--- src/rtl/trax_move_decoder.sv ---
// Trax notation line parser: turns a received ASCII byte stream into move words
// and colour assignments for the player core.
module trax_move_decoder #(
    parameter int COORD_W   = 10,
    parameter int MAX_COORD = 1023
) (
    input  logic                     clk,
    input  logic                     reset,
    input  logic [7:0]               rx_data,
    input  logic                     rx_valid,
    output logic [2+2*COORD_W-1:0]   move_out,
    output logic                     move_valid,
    output logic                     end_receive,
    output logic                     color,
    output logic                     color_valid,
    output logic                     parse_err,
    output logic [2:0]               dbg_state
);
    localparam int MW    = 2 + 2 * COORD_W;
    localparam int ACC_W = COORD_W + 4;

    typedef enum logic [2:0] {
        LINE_START = 3'd0,
        COLOR      = 3'd1,
        ROW_FIRST  = 3'd2,
        ROW        = 3'd3,
        EOL        = 3'd4,
        SKIP       = 3'd5
    } state_t;

    // Handshake: a byte is consumed on every cycle rx_valid is high; there is no
    // backpressure. Output pulses appear the cycle after the triggering byte.
    state_t             state_q, state_d;
    logic [COORD_W-1:0] col_q, col_d;
    logic [COORD_W-1:0] row_q, row_d;
    logic [1:0]         tile_q, tile_d;
    logic               pend_color_q, pend_color_d;
    logic               pend_move_q, pend_move_d;
    logic [MW-1:0]      move_out_q, move_out_d;
    logic               move_valid_q, move_valid_d;
    logic               end_receive_q, end_receive_d;
    logic               color_q, color_d;
    logic               color_valid_q, color_valid_d;
    logic               parse_err_q, parse_err_d;

    logic               is_digit, is_eol_char, err;
    logic [ACC_W-1:0]   row_ext, row_next;

    assign is_digit    = (rx_data >= 8'h30) && (rx_data <= 8'h39);
    assign is_eol_char = (rx_data == 8'h0D) || (rx_data == 8'h0A);
    assign row_ext     = ACC_W'(row_q);
    assign row_next    = (row_ext << 3) + (row_ext << 1) + ACC_W'(rx_data[3:0]);

    always_comb begin
        state_d       = state_q;
        col_d         = col_q;
        row_d         = row_q;
        tile_d        = tile_q;
        pend_color_d  = pend_color_q;
        pend_move_d   = pend_move_q;
        move_out_d    = move_out_q;
        move_valid_d  = 1'b0;
        end_receive_d = end_receive_q;
        color_d       = color_q;
        color_valid_d = 1'b0;
        parse_err_d   = 1'b0;
        err           = 1'b0;

        if (rx_valid) begin
            case (state_q)
                LINE_START: begin
                    if (!is_eol_char) begin
                        end_receive_d = 1'b0;
                        if (rx_data == 8'h2D) begin
                            pend_move_d = 1'b0;
                            state_d     = COLOR;
                        end else if (rx_data >= 8'h40 && rx_data <= 8'h5A) begin
                            col_d       = COORD_W'(rx_data - 8'h40);
                            pend_move_d = 1'b1;
                            state_d     = ROW_FIRST;
                        end else begin
                            err = 1'b1;
                        end
                    end
                end
                COLOR: begin
                    if (rx_data == 8'h57 || rx_data == 8'h42) begin
                        pend_color_d = (rx_data == 8'h42);
                        state_d      = EOL;
                    end else begin
                        err = 1'b1;
                    end
                end
                ROW_FIRST: begin
                    if (is_digit) begin
                        row_d   = COORD_W'(rx_data[3:0]);
                        state_d = ROW;
                    end else begin
                        err = 1'b1;
                    end
                end
                ROW: begin
                    if (is_digit) begin
                        if (row_next > ACC_W'(MAX_COORD)) err = 1'b1;
                        else row_d = row_next[COORD_W-1:0];
                    end else if (rx_data == 8'h2B) begin
                        tile_d  = 2'b01;
                        state_d = EOL;
                    end else if (rx_data == 8'h2F) begin
                        tile_d  = 2'b10;
                        state_d = EOL;
                    end else if (rx_data == 8'h5C) begin
                        tile_d  = 2'b11;
                        state_d = EOL;
                    end else begin
                        err = 1'b1;
                    end
                end
                EOL: begin
                    if (rx_data == 8'h0A) begin
                        if (pend_move_q) begin
                            move_out_d    = {tile_q, col_q, row_q};
                            move_valid_d  = 1'b1;
                            end_receive_d = 1'b1;
                        end else begin
                            color_d       = pend_color_q;
                            color_valid_d = 1'b1;
                        end
                        col_d        = '0;
                        row_d        = '0;
                        tile_d       = '0;
                        pend_color_d = 1'b0;
                        pend_move_d  = 1'b0;
                        state_d      = LINE_START;
                    end else if (rx_data != 8'h0D) begin
                        err = 1'b1;
                    end
                end
                SKIP: begin
                    if (rx_data == 8'h0A) state_d = LINE_START;
                end
                default: state_d = LINE_START;
            endcase
        end

        // An error drops the whole line; SKIP then waits for its terminating LF.
        if (err) begin
            parse_err_d  = 1'b1;
            col_d        = '0;
            row_d        = '0;
            tile_d       = '0;
            pend_color_d = 1'b0;
            pend_move_d  = 1'b0;
            state_d      = SKIP;
        end
    end

    always_ff @(posedge clk) begin
        if (reset) begin
            state_q       <= LINE_START;
            col_q         <= '0;
            row_q         <= '0;
            tile_q        <= '0;
            pend_color_q  <= 1'b0;
            pend_move_q   <= 1'b0;
            move_out_q    <= '0;
            move_valid_q  <= 1'b0;
            end_receive_q <= 1'b0;
            color_q       <= 1'b0;
            color_valid_q <= 1'b0;
            parse_err_q   <= 1'b0;
        end else begin
            state_q       <= state_d;
            col_q         <= col_d;
            row_q         <= row_d;
            tile_q        <= tile_d;
            pend_color_q  <= pend_color_d;
            pend_move_q   <= pend_move_d;
            move_out_q    <= move_out_d;
            move_valid_q  <= move_valid_d;
            end_receive_q <= end_receive_d;
            color_q       <= color_d;
            color_valid_q <= color_valid_d;
            parse_err_q   <= parse_err_d;
        end
    end

    assign move_out    = move_out_q;
    assign move_valid  = move_valid_q;
    assign end_receive = end_receive_q;
    assign color       = color_q;
    assign color_valid = color_valid_q;
    assign parse_err   = parse_err_q;
    assign dbg_state   = state_q;
endmodule

--- config.mk ---
export PLATFORM = sky130hd
export DESIGN_NAME = trax_move_decoder
export DESIGN_NICKNAME = d
export VERILOG_FILES = /design/src/rtl/trax_move_decoder.sv
export SDC_FILE = /design/constraint.sdc
export NUM_CORES = 1
export LEC_CHECK = 0
export ABC_AREA = 1
export BUFFER_PORTS_ARGS = -buffer_cell sky130_fd_sc_hd__buf_4
export CAP_MARGIN = 20
export CORE_MARGIN = 1
export CORE_UTILIZATION = 35
export CTS_BUF_LIST = sky130_fd_sc_hd__clkbuf_4 sky130_fd_sc_hd__clkbuf_8
export DETAILED_ROUTE_END_ITERATION = 10
export PLACE_DENSITY_LB_ADDON = 0.2
export SYNTH_ARGS = -nofsm -noshare
export SYNTH_HDL_FRONTEND = slang
export SYNTH_SLANG_ARGS = --single-unit
--- constraint.sdc ---
create_clock -name clk -period 8.41 [get_ports clk]
set_input_delay 1.682 -clock clk [delete_from_list [all_inputs] [get_ports clk]]
set_output_delay 1.682 -clock clk [all_outputs]
set_load 0.05 [all_outputs]
==> summary by stage, run 1 <==
Logic synthesis
Ranked by total cell area, the synthesized netlist is headed by sky130_fd_sc_hd__dfxtp_1 (31%), sky130_fd_sc_hd__nand2_1 (12%), sky130_fd_sc_hd__nor2_1 (9.4%). The post-synthesis cell type count is 38. The number of nets in the synthesized netlist is 541. The Yosys step of the flow raised 0 warnings. The count of flip-flops with a built-in enable after synthesis is 0. The cell count after synthesis is between 500 and 600. The async set-or-reset flop fraction in the synthesized netlist is 0%. The proportion of netlist area held by the largest area contributor is 31.1%. sky130_fd_sc_hd__dfxtp_1 takes more of the synthesized area than any other cell. The average instance in the mapped netlist occupies 6.61 µm². Of the synthesized area, sequential elements account for 31.1%.

In this run the cell area of the synthesized design comes to 3340 µm². After synthesis the netlist holds a flip-flop and latch count of 52. The most used flip-flop cell after synthesis is sky130_fd_sc_hd__dfxtp_1.

Global routing
After global routing the overflow that remains totals 0. The first global-routing pass estimated 13.7 mm of wire. Entering global routing, the biggest net connects 30 pins. The number of antenna violations at the first check in global routing is 0. The via count of the first global-routing pass was 3072. The global-route usage over all layers is about 17%.

Power
In this run, the clock network consumes 23.9% of the power. The power density normalized to cell area is a little under 200 nW/µm². The switching share of total power is 40.2%. Of the total power, combinational logic draws 38.6%. Of the total power, registers draw 37.5%. The post-layout total power is 0.000761 W. The cell-internal power is 0.000455 W. The total leakage power is 1.92 nW.

In this run the power spent charging and discharging nets is 0.000305 W. VDD sags by at most 186 µV.

Drt
The pre-antenna-repair detailed-routing pass consisted of 4 iterations. In the routed layout, each cell is associated on average with a via count of 4.72. For this block, the initial DRC count from the detailed router was 88. The wire length on met2 is roughly 3.7 mm.

The detailed-routing wirelength on met1 is 3.77 mm. The aggregate routed wire length is 7.93 mm. After detailed routing, no signal wire sits above met4. After detailed routing, the average wire length per cell comes to 11.8 µm. The met3 wirelength from detailed routing is 318 µm. The routed layout has around 3200 vias.

The residual DRC count is 0. The count of nets left with antenna violations once routing finished came out at 0.

Critical path
The cell family with the largest share of critical-path delay is simple AND/OR/NAND/NOR gates. The signal on the critical path passes through buf_4, inv_1, fa_1, fa_1, inv_1, nand2_1, nand2_1, nand3_1, nand3_1, nand2_1, nor2_2, nand3_2, nand2_1, nand2_1, nand2_2, nand2_4, nor2_2. The worst setup slack for register-to-register paths is between 5000 and 6000 ps. The worst setup path is launched from an input pin. The endpoint of the worst-slack reg-to-reg timing path is row_q[8]$_SDFFE_PP0P_. The critical path class is in -> reg. The startpoint identified for the worst register-to-register timing path is row_q[0]$_SDFFE_PP0P_. The worst setup path is captured at a flop.

For the worst setup path, the data required time is between 8000 and 9000 ps. The largest single stage delay on the critical path is 530 ps. The number of cells on the worst reg-to-reg path is 16. For the worst setup path, the data arrival time is 4220 ps. The worst-path cell with the longest stage delay is sky130_fd_sc_hd__fa_1.

In this run the worst path has a maximum fanout of 24. The buffering stage count on the worst path with inverters included is 3. The cell with the most instances on the worst path is sky130_fd_sc_hd__nand2_1.

Die
The die is 99.8 µm wide. The floorplan step set the die height to 99.8 µm. The initial standard-cell utilization of the core is 36.2%. The total core area is approximately 9200 µm².

After floorplanning, the core was divided into 35 placement rows. The area of the die is 9950 µm². The count of pins on the block boundary is 41.

Layout
The ratio of cells with drive above 1 in the final layout is 15.9%. In the layout the commonest cells are sky130_fd_sc_hd__nand2_1 (108), sky130_fd_sc_hd__nor2_1 (84), sky130_fd_sc_hd__inv_1 (67). The area added between synthesis and finish is 14.8%. The final layout net count is 576.

The repair_antennas step left the layout with diodes totalling 0. The most common cell after layout, fill and taps aside is sky130_fd_sc_hd__nand2_1. The filler cells instantiated in the layout total 1003. Cells fill between 40% and 50% of the core in the end.

Clocking
After clock tree synthesis, the clock-pin slew on the worst setup and hold paths is 100 ps. The maximum root-to-sink buffer count is 2. The cts-stage hold buffer count is 0. The number of setup buffers added after CTS is 0. The sink count of the clock tree is 52. CTS placed an instance of sky130_fd_sc_hd__clkbuf_8 at the clock tree root.

The later pin in the worst-skew pair is clocked with a latency of 310 ps. Once the clock tree was built, the resizer swapped 0 gates to a different size. The TritonCTS clock tree is done.

CTS built an H-tree with a depth of 2. The clock buffer count from CTS is 5.

Min path
The hold-critical path endpoint is move_out[20]$_SDFFE_PP0P_. The worst hold path was traced through 2 stages. The startpoint identified for the worst hold timing path is tile_q[0]$_SDFFE_PP0P_.

In this run the worst hold path is classified as reg -> reg.

Timing
Setup repair after global routing left no endpoint under its margin. The final hold violation count is 0. The max-slew violation total from the final report came to 0.

The share of the clock period used by the worst path after layout is 47.3%. The highest attainable clock frequency is ~250 MHz. The worst pin sits at a relative slew slack of between 50% and 60%. On the final layout, the worst clock skew is 8.43 ps. Setup total negative slack on the finished layout was measured at 0 ps. Setup violations remaining at the end of the flow were counted as 0. The final critical-path required period is approximately 4000 ps. At the pin with the least slew margin, the transition time is 698 ps. The worst hold margin is 462 ps.

Job
The tool flagged a number of max-cap violations equal to 0.

Status
The run finished with clean final reports.

Place
The routability congestion estimate from global placement is roughly 0.93. The number of port buffers is 40. Detailed placement ended at an HPWL of approximately 6.3 mm.
## worst register-to-register path, delay by kind of cell, from the launching register on
kind / cells / cell delay [ps]
DFF: 1 / 360
adders and majority gates: 2 / 990
buffers and inverters: 2 / 210
and+or+nand+nor: 12 / 1180
## kinds of logic after synthesis
group	after synthesis	synth area share (%)
compound gates	70	11.1
xor+xnor	6	1.57
fa+ha+maj	24	9.43
buf+inv	88	11.3
flops	52	31.1
simple gates	266	35.4
## area by class of cell
type	count	area (µm²)	share of cell area (%)
tap	129	161	4.20
clock inverter	2	38.8	1.01
multi-input combinational	366	1920	50.1
timing repair buffer	41	308	8.02
clock buffer	6	82.6	2.15
sequential	52	1040	27.1
inverter	75	283	7.37
## power by group through the flow
stage	sequential [W]	combinational [W]	clock, W
2_1_floorplan	0.000312	0.000217	0
3_3_place_gp	0.000291	0.000293	0
3_5_place_dp	0.000292	0.000294	0
4_1_cts	0.000286	0.000295	0.000189
5_1_grt	0.000289	0.000332	0.000198
6_report	0.000285	0.000294	0.000182
## flip-flops by register name, indices dropped and copies added (netlist names)
name	count
move_out	21
pend_color_q	1
pend_move_q	1
color	1
dbg_state	3
row_q	10
col_q	9
move_valid	1
tile_q	2
color_valid	1
parse_err	1
end_receive	1
## Yosys cell counts (6+ instances only)
library cell,n
sky130_fd_sc_hd__dfxtp_1,52
sky130_fd_sc_hd__nand3_1,28
sky130_fd_sc_hd__o21ai_0,32
sky130_fd_sc_hd__ha_1,22
sky130_fd_sc_hd__nor2_1,84
sky130_fd_sc_hd__a21oi_1,20
sky130_fd_sc_hd__nor2_2,12
sky130_fd_sc_hd__o21ai_1,13
sky130_fd_sc_hd__nand2_2,7
sky130_fd_sc_hd__nor3_1,8
sky130_fd_sc_hd__nand2_1,108
sky130_fd_sc_hd__inv_2,6
sky130_fd_sc_hd__inv_1,67
## through the flow
stage | setup WS (ps) | area, µm² | instances
2_1_floorplan | 4490 | 3340 | 506
3_3_place_gp | 4150 | 3720 | 663
3_5_place_dp | 4080 | 3720 | 663
4_1_cts | 4420 | 3840 | 671
5_1_grt | 4170 | 3840 | 671
6_report | 4430 | 3840 | 671
## per-layer routing
metal | vias to the layer above | GRT usage (%)
met2 | 64 | 29.0
li1 | 1657 | -
met1 | 1435 | 22.0
met5 | - | 0
met3 | 9 | 3.09
met4 | 0 | 5.88
## how the worst max path moves through the flow
stage | from | end | cells after the start
floorplan | rx_data[3] | row_q[8]$_SDFFE_PP0P_ | 16
global placement | rx_data[3] | dbg_state[1]$_SDFFE_PP0P_ | 17
detailed placement | rx_data[3] | col_q[7]$_SDFFE_PP0P_ | 17
CTS | rx_data[3] | row_q[8]$_SDFFE_PP0P_ | 17
global route | rx_data[3] | row_q[5]$_SDFFE_PP0P_ | 17
finish | rx_data[3] | row_q[8]$_SDFFE_PP0P_ | 17
Power figures use the tool's default switching activity.
==> run 2, diff against run 1 <==
Clock period 8.41 ns to 3.2 ns, I/O delays scaled along.
==> run 2 against run 1 <==
Effect of this change: sequential share of layout area is 0.11 points lower; die area stayed put; largest cell class unchanged; register-to-register slack worse by 5200 ps; critical path depth stayed put; clock power is 110% higher; global-route usage is 0.31 points higher; via count is 0.22% higher; critical path type unchanged; wire length is 1.7% higher; sequential power grew to 2.6 times the previous value; power grew to 2.5 times the previous value; worst setup slack worse by 4100 ps.
==> summary by stage, run 2 (synthesis gave the netlist of run 1 again) <==
Status
The flow ran to the end, and the final reports show no timing, DRC or antenna violations.

Timing
The final hold violation count is 0 (unchanged). The final setup violation count is 0 (unchanged). Dividing the final minimum period by the clock period gives 88.8%. Static timing analysis puts the maximum clock frequency at 352 MHz.

The relative slew slack is 52.9% (-0.47 points). The max-slew violation total from the final report was 0 (unchanged). Setup repair after global routing left no endpoint under its margin.

The actual transition at the worst max-transition pin is 705 ps (+7.05 ps). The aggregate negative setup slack came to 0 ps (unchanged). The worst hold margin is 468 ps (+5.56 ps). The maximum clock skew at final layout came to 11.2 ps (+2.81 ps).

The worst path needs 2840 ps of the cycle, external delays included.

Layout
The ratio of cells with drive above 1 in the final layout is 16.8% (+0.92 points). The diode insertion count for antenna repair was 0 (unchanged). The most common cell after layout, fill and taps aside is sky130_fd_sc_hd__nand2_1. The area added between synthesis and finish is 15.3%. The flip-flop count of the largest register after layout came to 21 (unchanged). The core occupancy in the finished layout is 41.7% (+0.18 points).

The final layout net count came to 582 (+1.0%). In the layout the commonest cells are sky130_fd_sc_hd__nand2_1 (108), sky130_fd_sc_hd__nor2_1 (84), sky130_fd_sc_hd__inv_1 (67).

Clocking
In this run the clock root is driven by a sky130_fd_sc_hd__clkbuf_8. The cts-stage hold buffer count is 0 (unchanged). The clock buffer count from CTS is 5 (unchanged). The clock input transition at the sequential cells of the worst setup and hold paths is 100 ps (about the same). The number of H-tree levels is 2 (unchanged). The maximum root-to-sink buffer count came to 2 (unchanged). The number of setup buffers added after CTS is 0 (unchanged). The TritonCTS clock tree is done. The insertion delay of the later-clocked pin in the worst-skew pair is 300 ps (about the same). The post-cts resize count is 0 (unchanged). The sink count of the clock tree is 52 (unchanged).

Global routing
The leftover overflow at the end of global routing is 0 (unchanged). The via count of the first global-routing pass is 3045 (-0.88%). The global-route wire length before repair was 14.0 mm (+2.3%). The number of antenna violations at the first check in global routing is 0 (unchanged). The global-route usage over all layers is 17.5% (+0.31 points). The maximum number of pins on one net before global-route repair came to 30 (unchanged).

Power
The power density normalized to cell area is 499 nW/µm² (+150%). The maximum vdd drop is 422 µV (+130%). The post-layout total power is 0.00192 W (+150%). The total leakage power is 1.93 nW (+0.62%).

Critical path
STA classifies the critical path endpoint as a flop. The critical path required time is 3430 ps (-5220 ps). The top fanout value on the critical path was 24 (unchanged). By startpoint and endpoint, the worst setup path is classified as in -> reg. The worst setup path is launched from an input pin. The arrival time reported for the critical path endpoint is 3080 ps (-1140 ps).

Job
The number of max-capacitance violations reported is 0 (unchanged).

Min path
The min-delay analysis places its worst path in the category reg -> reg.

Die
The height of the chip is 99.8 µm (unchanged). The count of pins on the block boundary was 41 (unchanged). The number of placement rows is 35 (unchanged).

The initial standard-cell utilization of the core was 36.2% (unchanged). The total core area came to 9240 µm² (unchanged). The die outline width is 99.8 µm (unchanged). The area of the die was 9950 µm² (unchanged).

Place
The number of port buffers is 40 (unchanged). The routability congestion estimate from global placement is 0.919 (-1.2%). The HPWL after detailed placement is 6.35 mm (+0.87%).

Drt
The number of antenna-violating nets in the routed design came to 0 (unchanged). The detailed-router iteration count before antenna repair is 5 (+1). The routed via count divided by cell count was 4.69 (-0.67%). The residual DRC count is 0 (unchanged). The per-cell routed wire length is 11.9 µm (+0.78%). The aggregate routed wire length is 8.06 mm (+1.7%).

The overall via count from detail_route is 3172 (+0.22%). The number of violations reported at the end of detailed-routing iteration 0 is 153 (+74%).
run 2: cell count changes in the layout (fill, tap and decap cells not counted):
cell / previous run / this run
sky130_fd_sc_hd__buf_4: 41 / 47
sky130_fd_sc_hd__bufinv_16: 1 / 0
sky130_fd_sc_hd__clkbuf_4: 0 / 1
sky130_fd_sc_hd__clkbuf_8: 6 / 5
sky130_fd_sc_hd__clkinvlp_4: 0 / 1
run 2: final timing paths:
| path | to | slack, ps | startpoint | cells after the start |
|---|---|---|---|---|
| max | row_q[7]$_SDFFE_PP0P_ | 360 | rx_data[3] | 17 |
| min | move_out[21]$_SDFFE_PP0P_ | 470 | tile_q[1]$_SDFFE_PP0P_ | 2 |
| max reg2reg | row_q[7]$_SDFFE_PP0P_ | 410 | row_q[0]$_SDFFE_PP0P_ | 16 |
| min reg2reg | move_out[21]$_SDFFE_PP0P_ | 470 | tile_q[1]$_SDFFE_PP0P_ | 2 |
run 2: final cells by class:
| type | count | area, µm² |
|---|---|---|
| Fill cell | 1018 | 5390 |
| Multi-Input combinational cell | 366 | 1920 |
| Sequential cell | 52 | 1040 |
| Timing Repair Buffer | 47 | 353 |
| Inverter | 75 | 283 |
| Tap cell | 129 | 161 |
| Clock buffer | 6 | 76.3 |
| Clock inverter | 2 | 16.3 |
run 2: critical path, stage by stage:
cell and delay, ps:
sky130_fd_sc_hd__buf_4 90, sky130_fd_sc_hd__inv_1 60, sky130_fd_sc_hd__fa_1 530, sky130_fd_sc_hd__fa_1 480
sky130_fd_sc_hd__inv_1 120, sky130_fd_sc_hd__nand2_1 60, sky130_fd_sc_hd__nand2_1 80, sky130_fd_sc_hd__nand3_1 90
sky130_fd_sc_hd__nand3_1 100, sky130_fd_sc_hd__nand2_1 60, sky130_fd_sc_hd__nor2_2 90, sky130_fd_sc_hd__nand3_2 110
sky130_fd_sc_hd__nand2_1 70, sky130_fd_sc_hd__nand2_1 50, sky130_fd_sc_hd__nand2_2 80, sky130_fd_sc_hd__nand2_4 190
sky130_fd_sc_hd__nor2_1 170
run 2: stage by stage:
step	area [µm²]	cells	setup WS [ps]
after detailed placement	3760	669	38.2
final	3850	677	357
after CTS	3850	677	350
after floorplan	3340	506	323
after global routing	3850	677	145
after global placement	3760	669	118
run 2: where the power goes:
part / switching (W) / internal [W] / leakage, nW
clock network: 0.000225 / 0.000165 / 0.0448
registers: 0.0000490 / 0.000703 / 0.420
logic: 0.000535 / 0.000248 / 1.47
total: 0.000809 / 0.00112 / 1.93
run 2: per-layer routing:
| metal | part of all wire [%] | track usage (%) |
|---|---|---|
| met5 | 0 | 0 |
| met4 | 0.60 | 2.94 |
| met3 | 3.2 | 2.60 |
| met2 | 47 | 30.3 |
| met1 | 49 | 23.2 |
